`src/rtl/m_hazard_unit_pkg.sv`:
```
// Shared pipeline definitions: opcodes, scoreboard entry, forwarding encoding.
package pkg_pipe;

  localparam logic [5:0] OP_ADD  = 6'h00;
  localparam logic [5:0] OP_ADDI = 6'h08;
  localparam logic [5:0] OP_LW   = 6'h23;
  localparam logic [5:0] OP_SW   = 6'h2b;
  localparam logic [5:0] OP_BEQ  = 6'h04;
  localparam logic [5:0] OP_BNE  = 6'h05;
  localparam logic [5:0] OP_HALT = 6'h11;

  // Destination field is sized for the widest supported register index;
  // narrower register files store their index zero-extended.
  localparam int unsigned RD_MAXW = 8;

  typedef struct packed {
    logic               valid;
    logic [RD_MAXW-1:0] rd;
    logic               we;
    logic               ld;
  } sb_entry_t;

  // Select value meaning "read the register file".
  localparam int unsigned FWD_RF = 0;

endpackage

```
`src/rtl/m_hazard_unit_fwd_match.sv`:
```
// Priority match of one source operand against all tracked stages.
module m_fwd_match
  import pkg_pipe::*;
#(
  parameter int unsigned REGW    = 5,
  parameter int unsigned STAGES  = 3,
  parameter int unsigned LDAVAIL = 3,
  parameter int unsigned SELW    = 2
) (
  input  sb_entry_t [STAGES-1:0] i_sb,
  input  logic [REGW-1:0]        i_src,
  input  logic                   i_use,
  output logic [SELW-1:0]        o_sel,
  output logic                   o_hazard
);

  logic [RD_MAXW-1:0] w_src_ext;

  assign w_src_ext = RD_MAXW'(i_src);

  // Scan oldest to youngest so the youngest matching writer overrides.
  always_comb begin
    o_sel    = SELW'(FWD_RF);
    o_hazard = 1'b0;
    for (int unsigned k = STAGES; k >= 1; k--) begin
      if (i_use && (i_src != '0) && i_sb[k-1].valid && i_sb[k-1].we &&
          (i_sb[k-1].rd == w_src_ext)) begin
        o_sel    = SELW'(k);
        o_hazard = i_sb[k-1].ld && (k < LDAVAIL);
      end
    end
  end

endmodule

```
`src/rtl/m_hazard_unit.sv`:
```
// Scoreboard of in-flight register writes driving forwarding selects and
// load-use stalls for the instruction in ID.
module m_hazard_unit
  import pkg_pipe::*;
#(
  parameter int unsigned REGW    = 5,
  parameter int unsigned NSRC    = 2,
  parameter int unsigned STAGES  = 3,
  parameter int unsigned LDAVAIL = 3,
  parameter int unsigned SELW    = 2
) (
  input  logic                   w_clk,
  input  logic                   w_rst_n,
  input  logic                   w_id_valid,
  input  logic [NSRC*REGW-1:0]   w_id_src,
  input  logic [NSRC-1:0]        w_id_use,
  input  logic [REGW-1:0]        w_id_rd,
  input  logic                   w_id_we,
  input  logic                   w_id_ld,
  input  logic                   w_flush,
  output logic                   w_stall,
  output logic [NSRC*SELW-1:0]   w_fwd_sel,
  output logic [(2**REGW)-1:0]   w_busy,
  output logic [31:0]            r_issue_cnt,
  output logic [31:0]            r_stall_cnt
);

  // Index 0 is stage 1 (EX), index STAGES-1 is the retiring stage (WB).
  sb_entry_t [STAGES-1:0] r_sb;
  sb_entry_t              w_new;
  logic [NSRC-1:0]        w_hz;
  logic [NSRC*SELW-1:0]   w_sel_raw;
  logic                   w_insert;

  for (genvar i = 0; i < NSRC; i++) begin : g_match
    m_fwd_match #(
      .REGW    (REGW),
      .STAGES  (STAGES),
      .LDAVAIL (LDAVAIL),
      .SELW    (SELW)
    ) u_match (
      .i_sb     (r_sb),
      .i_src    (w_id_src[i*REGW +: REGW]),
      .i_use    (w_id_use[i]),
      .o_sel    (w_sel_raw[i*SELW +: SELW]),
      .o_hazard (w_hz[i])
    );
  end

  assign w_stall   = w_id_valid & (|w_hz) & ~w_flush;
  assign w_fwd_sel = w_stall ? '0 : w_sel_raw;
  assign w_insert  = w_id_valid & ~w_stall & ~w_flush;

  // Entry entering stage 1: the ID instruction or a bubble.
  always_comb begin
    w_new       = '0;
    w_new.valid = w_insert;
    w_new.rd    = RD_MAXW'(w_id_rd);
    w_new.we    = w_id_we;
    w_new.ld    = w_id_ld;
  end

  // Pending-write bitmap; register 0 is never reported.
  always_comb begin
    w_busy = '0;
    for (int unsigned r = 1; r < (2**REGW); r++) begin
      for (int unsigned k = 0; k < STAGES; k++) begin
        if (r_sb[k].valid && r_sb[k].we && (r_sb[k].rd == RD_MAXW'(r)))
          w_busy[r] = 1'b1;
      end
    end
  end

  // Scoreboard shift register: every stage advances each cycle.
  always_ff @(posedge w_clk or negedge w_rst_n) begin
    if (!w_rst_n) r_sb <= '0;
    else          r_sb <= {r_sb[STAGES-2:0], w_new};
  end

  // Issue and stall counters, wrapping naturally at 32 bits.
  always_ff @(posedge w_clk or negedge w_rst_n) begin
    if (!w_rst_n) begin
      r_issue_cnt <= '0;
      r_stall_cnt <= '0;
    end else begin
      if (w_insert) r_issue_cnt <= r_issue_cnt + 32'd1;
      if (w_stall)  r_stall_cnt <= r_stall_cnt + 32'd1;
    end
  end

endmodule

```
`config.mk`:
```
export PLATFORM = sky130hd
export DESIGN_NAME = m_hazard_unit
export DESIGN_NICKNAME = d
export VERILOG_FILES = /design/src/rtl/m_hazard_unit_pkg.sv /design/src/rtl/m_hazard_unit_fwd_match.sv /design/src/rtl/m_hazard_unit.sv
export SDC_FILE = /design/constraint.sdc
export NUM_CORES = 1
export LEC_CHECK = 0
export BUFFER_PORTS_ARGS = -buffer_cell sky130_fd_sc_hd__buf_2
export CAP_MARGIN = 30
export CORE_ASPECT_RATIO = 0.8
export CORE_MARGIN = 2
export CORE_UTILIZATION = 58
export DETAILED_ROUTE_END_ITERATION = 10
export GPL_TIMING_DRIVEN = 0
export PLACE_DENSITY = 0.86
export SETUP_SLACK_MARGIN = 0.05
export SLEW_MARGIN = 15
export SYNTH_ARGS = -nofsm -noshare
export SYNTH_HDL_FRONTEND = slang
export SYNTH_SLANG_ARGS = --single-unit
export TNS_END_PERCENT = 100
```
`constraint.sdc`:
```
create_clock -name w_clk -period 4.05 [get_ports w_clk]
set_input_delay 0.2025 -clock w_clk [delete_from_list [all_inputs] [get_ports w_clk]]
set_output_delay 0.2025 -clock w_clk [all_outputs]
set_load 0.05 [all_outputs]
```
==> results_dict.tcl, run 1 <==
set metrics [dict create \
    drv_cap 0 \
    ys_dominant_reg_cell "sky130_fd_sc_hd__dfrtp_1" \
    p_clk_frac 0.349 \
    grt_pass1_vias 4295 \
    design.core.area_sq_um 8370 \
    min_path_type "in2async" \
    postCtsSetupRepairBufs 0 \
    setup_violators_final 0 \
    finalClockSkew_ns 0.00920 \
    grt_start_max_net_pins 63 \
    worstRegToRegCells 8 \
    synth-warning-count 0 \
    starting_density_of_the_core 0.591 \
    global_route.overflow_total 0 \
    timing.reg2reg.setup_slack_ns 1.17 \
    fillerInstances 616 \
    finalNetCount 686 \
    cts_tree "built" \
    finalHoldWorstSlack_ns 0.282 \
    chipHeight_microns 86.6 \
    hpwl_microns 9640 \
    power_switching_share 0.300 \
    synth_area_per_cell_sq_um 9.54 \
    die_w_microns 107 \
    worstSetupEndpointType "output pin" \
    synthesis.instances 519 \
    rsz0062_at_grt "false" \
    powerDensity_nw_per_um2 336 \
    timing.final.max_slew_violations 0 \
    synth.lib_cells_used.distinct 42 \
    path_clk_slew_ns 0.08 \
    drt.antenna.violating_nets 0 \
    run_status "finished, final reports clean" \
    finalWirelength_microns 13200 \
    layout_worst_path_cycle_share 0.875 \
    combinationalPowerShare 0.177 \
    route.vias.total 4576 \
    buffer_ports.inserted 122 \
    number_of_design_rule_violations_left_after_detail_routing 0 \
    cts_buffer_depth 2 \
    synthesis.nets 544 \
    timing.setup.tns_ns 0 \
    worstPathRequired_ns 3.85 \
    arrival_ns 3.34 \
    critical_path.reg2reg.startpoint "r_sb[4]" \
    pin_count 124 \
    critical_path.startpoint_type "register" \
    ant_diodes 0 \
    fin_util 0.722 \
    clk_tree_root_cell "sky130_fd_sc_hd__clkbuf_8" \
    yosysSeqAreaShare 0.440 \
    rows 30 \
    dieArea_sq_um 9290 \
    via_per_inst 5.89 \
    p_int_mw 1.42 \
    worstPathMaxFanout 10 \
    mappedNetlistArea_sq_um 4950 \
    synth-async-reset-ratio 1.00 \
    cts_buf_count 9 \
    syn2layout_area_growth_pct 22.1 \
    synth.ff_latch_count 87 \
    grt_first_pass_wirelength_microns 21300 \
    wl_per_cell_microns 17.0 \
    grt_antenna_before_repair 0 \
    timing.final.hold_violations 0 \
    post-route-min-period_ns 3.54 \
    achievable_clock_frequency_mhz 282 \
    drtIter0Drc 381 \
    synth-edff-count 0 \
    cts_max_level 3 \
    max-vdd-ir-drop_uv 406 \
    critPathKind "reg2out" \
    seq_power_share 0.474 \
    firstDrtPassIters 5 \
    groute.usage.overall 0.292 \
    globalplace.congestion 0.948 \
    final_layout_size_suffix_gt1_frac 0.256 \
    actual_slew_at_the_worst_max_slew_pin_ns 0.737 \
    cts.sinks 87 \
    power_leakage_nw 2.98 \
    regToRegEndpoint "r_issue_cnt[5]" \
    clk_latency_ns 0.37 \
    netSwitchingPower_mw 0.609 \
    maxSlewHeadroom 0.504 \
]
[power by group through the flow]
stage / logic, mW / clock network [mW] / registers, mW
2_1_floorplan: 0.138 / 0 / 1.07
3_3_place_gp: 0.340 / 0 / 0.974
3_5_place_dp: 0.353 / 0 / 0.976
4_1_cts: 0.360 / 0.716 / 0.961
5_1_grt: 0.386 / 0.754 / 0.972
6_report: 0.360 / 0.709 / 0.962
[worst max path at each step]
stage	from	to	slack, ns
finish	r_sb[4]	w_fwd_sel[1]	0.51
CTS	r_sb[5]	w_fwd_sel[1]	0.50
detailed placement	r_sb[5]	w_fwd_sel[1]	0.89
global placement	r_sb[4]	w_fwd_sel[1]	0.95
global route	r_sb[5]	w_fwd_sel[1]	0.23
floorplan	r_sb[5]	w_fwd_sel[1]	0.58
[sequential cells by signal, indices dropped and copies added, names as in the netlist]
register	flops
r_issue_cnt	32
r_stall_cnt	32
r_sb	23
[logic make-up after synthesis]
| kind of cell | synth area share |
|---|---|
| multiplexers | 0.00455 |
| other | 0.000758 |
| XOR/XNOR | 0.163 |
| flip-flops | 0.440 |
| buffers and inverters | 0.0301 |
| AO/OA/AOI/OAI | 0.0748 |
| AND/OR/NAND/NOR | 0.282 |
| adder cells (fa/ha/maj) | 0.00505 |
[area by class of cell]
type,instances,area [sq um],share of cell area
multi-input combinational,406,2620,0.434
clock buffer,9,124,0.0205
timing repair buffer,131,721,0.119
buffer,22,134,0.0222
clock inverter,6,109,0.0180
tap,112,140,0.0232
sequential,87,2180,0.360
inverter,4,15.0,0.00248
[synth_stat cells, types with 2 or more instances]
master	number	share of area
sky130_fd_sc_hd__xnor2_1	66	0.12
sky130_fd_sc_hd__buf_4	4	0.0061
sky130_fd_sc_hd__buf_6	4	0.0091
sky130_fd_sc_hd__nand2b_1	3	0.0038
sky130_fd_sc_hd__nor2_1	18	0.014
sky130_fd_sc_hd__ha_1	2	0.0051
sky130_fd_sc_hd__nand3_1	55	0.056
sky130_fd_sc_hd__inv_1	4	0.0030
sky130_fd_sc_hd__clkbuf_1	9	0.0068
sky130_fd_sc_hd__o21ai_2	2	0.0035
sky130_fd_sc_hd__nor2b_1	19	0.024
sky130_fd_sc_hd__nor3b_1	6	0.0091
sky130_fd_sc_hd__a22oi_1	23	0.035
sky130_fd_sc_hd__nor3_1	16	0.016
sky130_fd_sc_hd__nor4_1	5	0.0063
sky130_fd_sc_hd__and2_1	5	0.0063
sky130_fd_sc_hd__mux2_2	2	0.0045
sky130_fd_sc_hd__nand4_1	23	0.029
sky130_fd_sc_hd__a21oi_1	3	0.0030
sky130_fd_sc_hd__dfrtp_1	87	0.44
sky130_fd_sc_hd__nand2_1	78	0.059
sky130_fd_sc_hd__or4_1	5	0.0076
sky130_fd_sc_hd__nor4_2	2	0.0051
sky130_fd_sc_hd__buf_2	5	0.0051
sky130_fd_sc_hd__nand3_2	5	0.010
sky130_fd_sc_hd__a211oi_1	7	0.011
sky130_fd_sc_hd__xor2_1	26	0.046
sky130_fd_sc_hd__and3_1	21	0.027
[placed cells by master (no fill, tap or decap), types with 2 or more instances in the layout]
cell                            Yosys  final
sky130_fd_sc_hd__a21oi_1            3      3
sky130_fd_sc_hd__dlygate4sd3_1      0      8
sky130_fd_sc_hd__nor2b_1           19     19
sky130_fd_sc_hd__buf_2              5    126
sky130_fd_sc_hd__nand2_1           78     78
sky130_fd_sc_hd__dfrtp_1           87     87
sky130_fd_sc_hd__nor4_2             2      2
sky130_fd_sc_hd__inv_1              4      4
sky130_fd_sc_hd__clkinv_2           0      2
sky130_fd_sc_hd__buf_4              4      5
sky130_fd_sc_hd__nand2b_1           3      3
sky130_fd_sc_hd__xnor2_1           66     66
sky130_fd_sc_hd__and3_1            21     21
sky130_fd_sc_hd__nor4_1             5      5
sky130_fd_sc_hd__nand4_1           23     23
sky130_fd_sc_hd__ha_1               2      2
sky130_fd_sc_hd__a211oi_1           7      7
sky130_fd_sc_hd__xor2_1            26     26
sky130_fd_sc_hd__nor3b_1            6      6
sky130_fd_sc_hd__mux2_2             2      2
sky130_fd_sc_hd__a22oi_1           23     23
sky130_fd_sc_hd__buf_6              4      4
sky130_fd_sc_hd__or4_1              5      5
sky130_fd_sc_hd__bufinv_16          0      3
sky130_fd_sc_hd__and2_1             5      5
sky130_fd_sc_hd__nand3_2            5      5
sky130_fd_sc_hd__nand3_1           55     55
sky130_fd_sc_hd__clkbuf_1           9      9
sky130_fd_sc_hd__o21ai_2            2      2
sky130_fd_sc_hd__nor3_1            16     16
sky130_fd_sc_hd__nor2_1            18     18
sky130_fd_sc_hd__clkbuf_8           0      9
[critical path: stages, from the launching register on]
cell and delay, ns:
sky130_fd_sc_hd__dfrtp_1 0.44, sky130_fd_sc_hd__clkbuf_1 0.41, sky130_fd_sc_hd__xor2_1 0.15, sky130_fd_sc_hd__nor4_2 0.52, sky130_fd_sc_hd__o22ai_4 0.25, sky130_fd_sc_hd__a22o_1 0.25
sky130_fd_sc_hd__buf_4 0.17, sky130_fd_sc_hd__buf_4 0.19, sky130_fd_sc_hd__a211oi_1 0.28, sky130_fd_sc_hd__buf_2 0.32
[stage by stage]
step	cells	setup WS, ns	cell area, sq um	power [mW]
global route	777	0.233	6040	2.11
floorplan	519	0.582	4950	1.21
detailed placement	754	0.893	5730	1.33
finish	777	0.506	6040	2.03
global placement	753	0.948	5700	1.31
CTS	777	0.497	6040	2.04
[routing by layer]
| metal | vias up | GRT usage | routed length [microns] |
|---|---|---|---|
| li1 | 2094 | - | - |
| met1 | 2201 | 0.411 | 5810 |
| met2 | 243 | 0.451 | 6010 |
| met3 | 38 | 0.0767 | 1100 |
| met4 | 0 | 0.0838 | 299 |
| met5 | - | 0 | 0 |
[repair_timing]
item                      CTS  global route
gates resized for setup     0             0
hold buffers                8             0
hold endpoints to repair   32             0
Power figures use the tool's default switching activity.
==> inputs of run 2 (changes only) <==
--- a/config.mk
+++ b/config.mk
@@ -9,10 +9,10 @@
 export CAP_MARGIN = 30
 export CORE_ASPECT_RATIO = 0.8
 export CORE_MARGIN = 2
-export CORE_UTILIZATION = 58
+export CORE_UTILIZATION = 54
 export DETAILED_ROUTE_END_ITERATION = 10
 export GPL_TIMING_DRIVEN = 0
-export PLACE_DENSITY = 0.86
+export PLACE_DENSITY = 0.81
 export SETUP_SLACK_MARGIN = 0.05
 export SLEW_MARGIN = 15
 export SYNTH_ARGS = -nofsm -noshare
==> constraint.sdc (replaced) <==
create_clock -name w_clk -period 3.82 [get_ports w_clk]
set_input_delay 0.191 -clock w_clk [delete_from_list [all_inputs] [get_ports w_clk]]
set_output_delay 0.191 -clock w_clk [all_outputs]
set_load 0.05 [all_outputs]
==> run 2 against run 1 <==
Net effect: sequential power up 6%; via count decreased by 0.44%; clock-buffer cell count grew 1; first-iteration DRC count up 22%; non-clock buffer count did not move; clock power increased by 24%; worst hold slack improved by 0.061 ns; critical path depth stayed put; utilization is 4.3 points lower; final area grew 1.2%; critical path type unchanged.
==> results_dict.tcl, run 2 (same netlist as run 1, synthesis figures left out) <==
set metrics [dict create \
    achievable_clock_frequency_mhz 283 \
    grt_first_pass_wirelength_microns 20800 \
    cp.depth 9 \
    timing.reg2reg.setup_slack_ns 0.92 \
    worstPathMaxFanout 10 \
    rsz0062_at_grt "false" \
    chipHeight_microns 89.6 \
    groute.layer.met3.usage 0.0805 \
    cts_max_level 3 \
    startpoint "r_sb[4]" \
    p_int_mw 1.60 \
    multi_input_area_sq_um 2620 \
    critical_path.reg2reg.startpoint "r_sb[4]" \
    global_route.overflow_total 0 \
    ant_diodes 0 \
    rows 31 \
    reg.largest.list "r_issue_cnt x32, r_stall_cnt x32, r_sb x23" \
    drtIter0Drc 466 \
    worstSetupEndpointType "output pin" \
    cts_tree "built" \
    totalPowerFinal_mw 2.28 \
    combinationalPowerShare 0.168 \
    critical_path.endpoint "w_fwd_sel[1]" \
    min_path_type "in2async" \
    critical_path.startpoint_type "register" \
    groute.usage.overall 0.262 \
    use_met2 0.385 \
    layout_worst_path_cycle_share 0.926 \
    finalClockSkew_ns 0.00505 \
    via_per_inst 5.83 \
    max-vdd-ir-drop_uv 596 \
    maxSlewHeadroom 0.440 \
    final_layout_size_suffix_gt1_frac 0.257 \
    wl_per_cell_microns 16.7 \
    number_of_design_rule_violations_left_after_detail_routing 0 \
    path_clk_slew_ns 0.06 \
    commonest_non_fill_non_tap_cell_in_the_layout "sky130_fd_sc_hd__buf_2" \
    die_w_microns 111 \
    post-route-min-period_ns 3.54 \
    finalNetCount 686 \
    syn2layout_area_growth_pct 23.5 \
    regToRegEndpoint "r_issue_cnt[5]" \
    worstPathCellList "clkbuf_1 -> xor2_1 -> nor4_2 -> o22ai_4 -> a22o_1 -> buf_4 -> buf_4 -> a211oi_1 -> buf_2" \
    cts.sinks 87 \
    netSwitchingPower_mw 0.681 \
    grt_pass1_vias 4087 \
    mostFrequentLayoutCells "126 x sky130_fd_sc_hd__buf_2, 87 x sky130_fd_sc_hd__dfrtp_1, 78 x sky130_fd_sc_hd__nand2_1" \
    postCtsSetupRepairBufs 0 \
    clk_tree_root_cell "sky130_fd_sc_hd__clkbuf_16" \
    clk_latency_ns 0.34 \
    drt.antenna.violating_nets 0 \
    sequential_cell_area_sq_um 2180 \
    pin_count 124 \
    worstRegToRegCells 8 \
    finalWirelength_microns 13100 \
    worstPathRequired_ns 3.63 \
    globalplace.congestion 0.983 \
    cp.buffers_inverters 4 \
    timing.final.hold_violations 0 \
    run_status "finished, final reports clean" \
    critPathKind "reg2out" \
    drv_cap 0 \
    fillerInstances 716 \
    timing.final.max_slew_violations 0 \
    firstDrtPassIters 5 \
    hpwl_microns 9540 \
    dieArea_sq_um 9950 \
    grt_antenna_before_repair 0 \
    cp_common_cell "sky130_fd_sc_hd__buf_4" \
    busiest_layer "met2" \
    starting_density_of_the_core 0.550 \
    grt_start_max_net_pins 55 \
    global_route.usage.met1 0.385 \
    cts_buffer_depth 2 \
    actual_slew_at_the_worst_max_slew_pin_ns 0.831 \
    seq_power_share 0.448 \
    buffer_ports.inserted 122 \
    power_leakage_nw 3.00 \
    design.core.area_sq_um 9000 \
    p_clk_frac 0.384 \
    cp_slowest_stage_delay_ns 0.53 \
    timing.setup.tns_ns 0 \
    setup_violators_final 0 \
    cts_buf_count 9 \
    powerDensity_nw_per_um2 373 \
    crit_slowest_cell "sky130_fd_sc_hd__nor4_2" \
    route.vias.total 4556 \
    power_switching_share 0.299 \
    arrival_ns 3.35 \
    critical_path.top_delay_family "buffers and inverters" \
]
[run 2: cell types whose count changed in the layout (fill, tap and decap cells not counted), sizes merged]
cell,delta
inv,-1
clkinvlp,+2
bufinv,-2
clkbuf,+1
clkinv,+1
[run 2: power by group through the flow]
stage | Sequential (mW) | Clock (mW) | Combinational, mW
3_3_place_gp | 1.03 | 0 | 0.362
4_1_cts | 1.02 | 0.892 | 0.381
5_1_grt | 1.03 | 0.937 | 0.405
3_5_place_dp | 1.04 | 0 | 0.373
6_report | 1.02 | 0.876 | 0.382
2_1_floorplan | 1.14 | 0 | 0.147
[run 2: area by class of cell]
cell class              instances  share of cell area
inverters                       4             0.00246
well taps                     115              0.0235
clock buffers                  10              0.0391
clock inverters                 6             0.00982
multi-input cells             406               0.429
repair buffers                131               0.118
plain buffers                  22              0.0219
flip-flops and latches         87               0.356
[run 2: how the worst min path moves through the flow]
stage / endpoint / slack (ns)
global route: r_sb[26] / 0.39
floorplan: r_issue_cnt[0] / -0.10
finish: r_sb[4] / 0.34
global placement: r_sb[6] / 0.30
detailed placement: r_sb[4] / 0.18
CTS: r_stall_cnt[31] / 0.35
[run 2: routing by layer]
layer  vias to the layer above  routed length (microns)
li1                       2106                        -
met1                      2198                     5950
met2                       227                     5820
met3                        25                     1100
met4                         0                      189
met5                         -                        0
[run 2: stage by stage]
stage                     cell area, sq um   util  hold slack [ns]  worst slack [ns]  instances
final                                 6110  0.679            0.343             0.283        781
after global routing                  6110  0.679            0.385            0.0536        781
after CTS                             6110  0.679            0.349             0.292        781
after detailed placement              5730  0.637            0.176             0.669        757
after global placement                5700  0.634            0.299             0.693        756
after floorplan                       4950      -           -0.105             0.363        519
[run 2: worst register-to-register path, cell delays in order (launching register included)]
cell and delay [ns]:
sky130_fd_sc_hd__dfrtp_1 0.43, sky130_fd_sc_hd__clkbuf_1 0.40, sky130_fd_sc_hd__xor2_1 0.15, sky130_fd_sc_hd__nor4_2 0.53, sky130_fd_sc_hd__o22ai_4 0.25, sky130_fd_sc_hd__a211oi_4 0.54, sky130_fd_sc_hd__buf_6 0.23, sky130_fd_sc_hd__nand2_1 0.08
sky130_fd_sc_hd__xnor2_1 0.15
[run 2: timing repair]
action | 4_1_cts | 5_1_grt
hold buffers | 8 | 0
gates resized for setup | 0 | 0
endpoints found under the hold margin | 40 | 0
setup endpoints to repair | 0 | 0
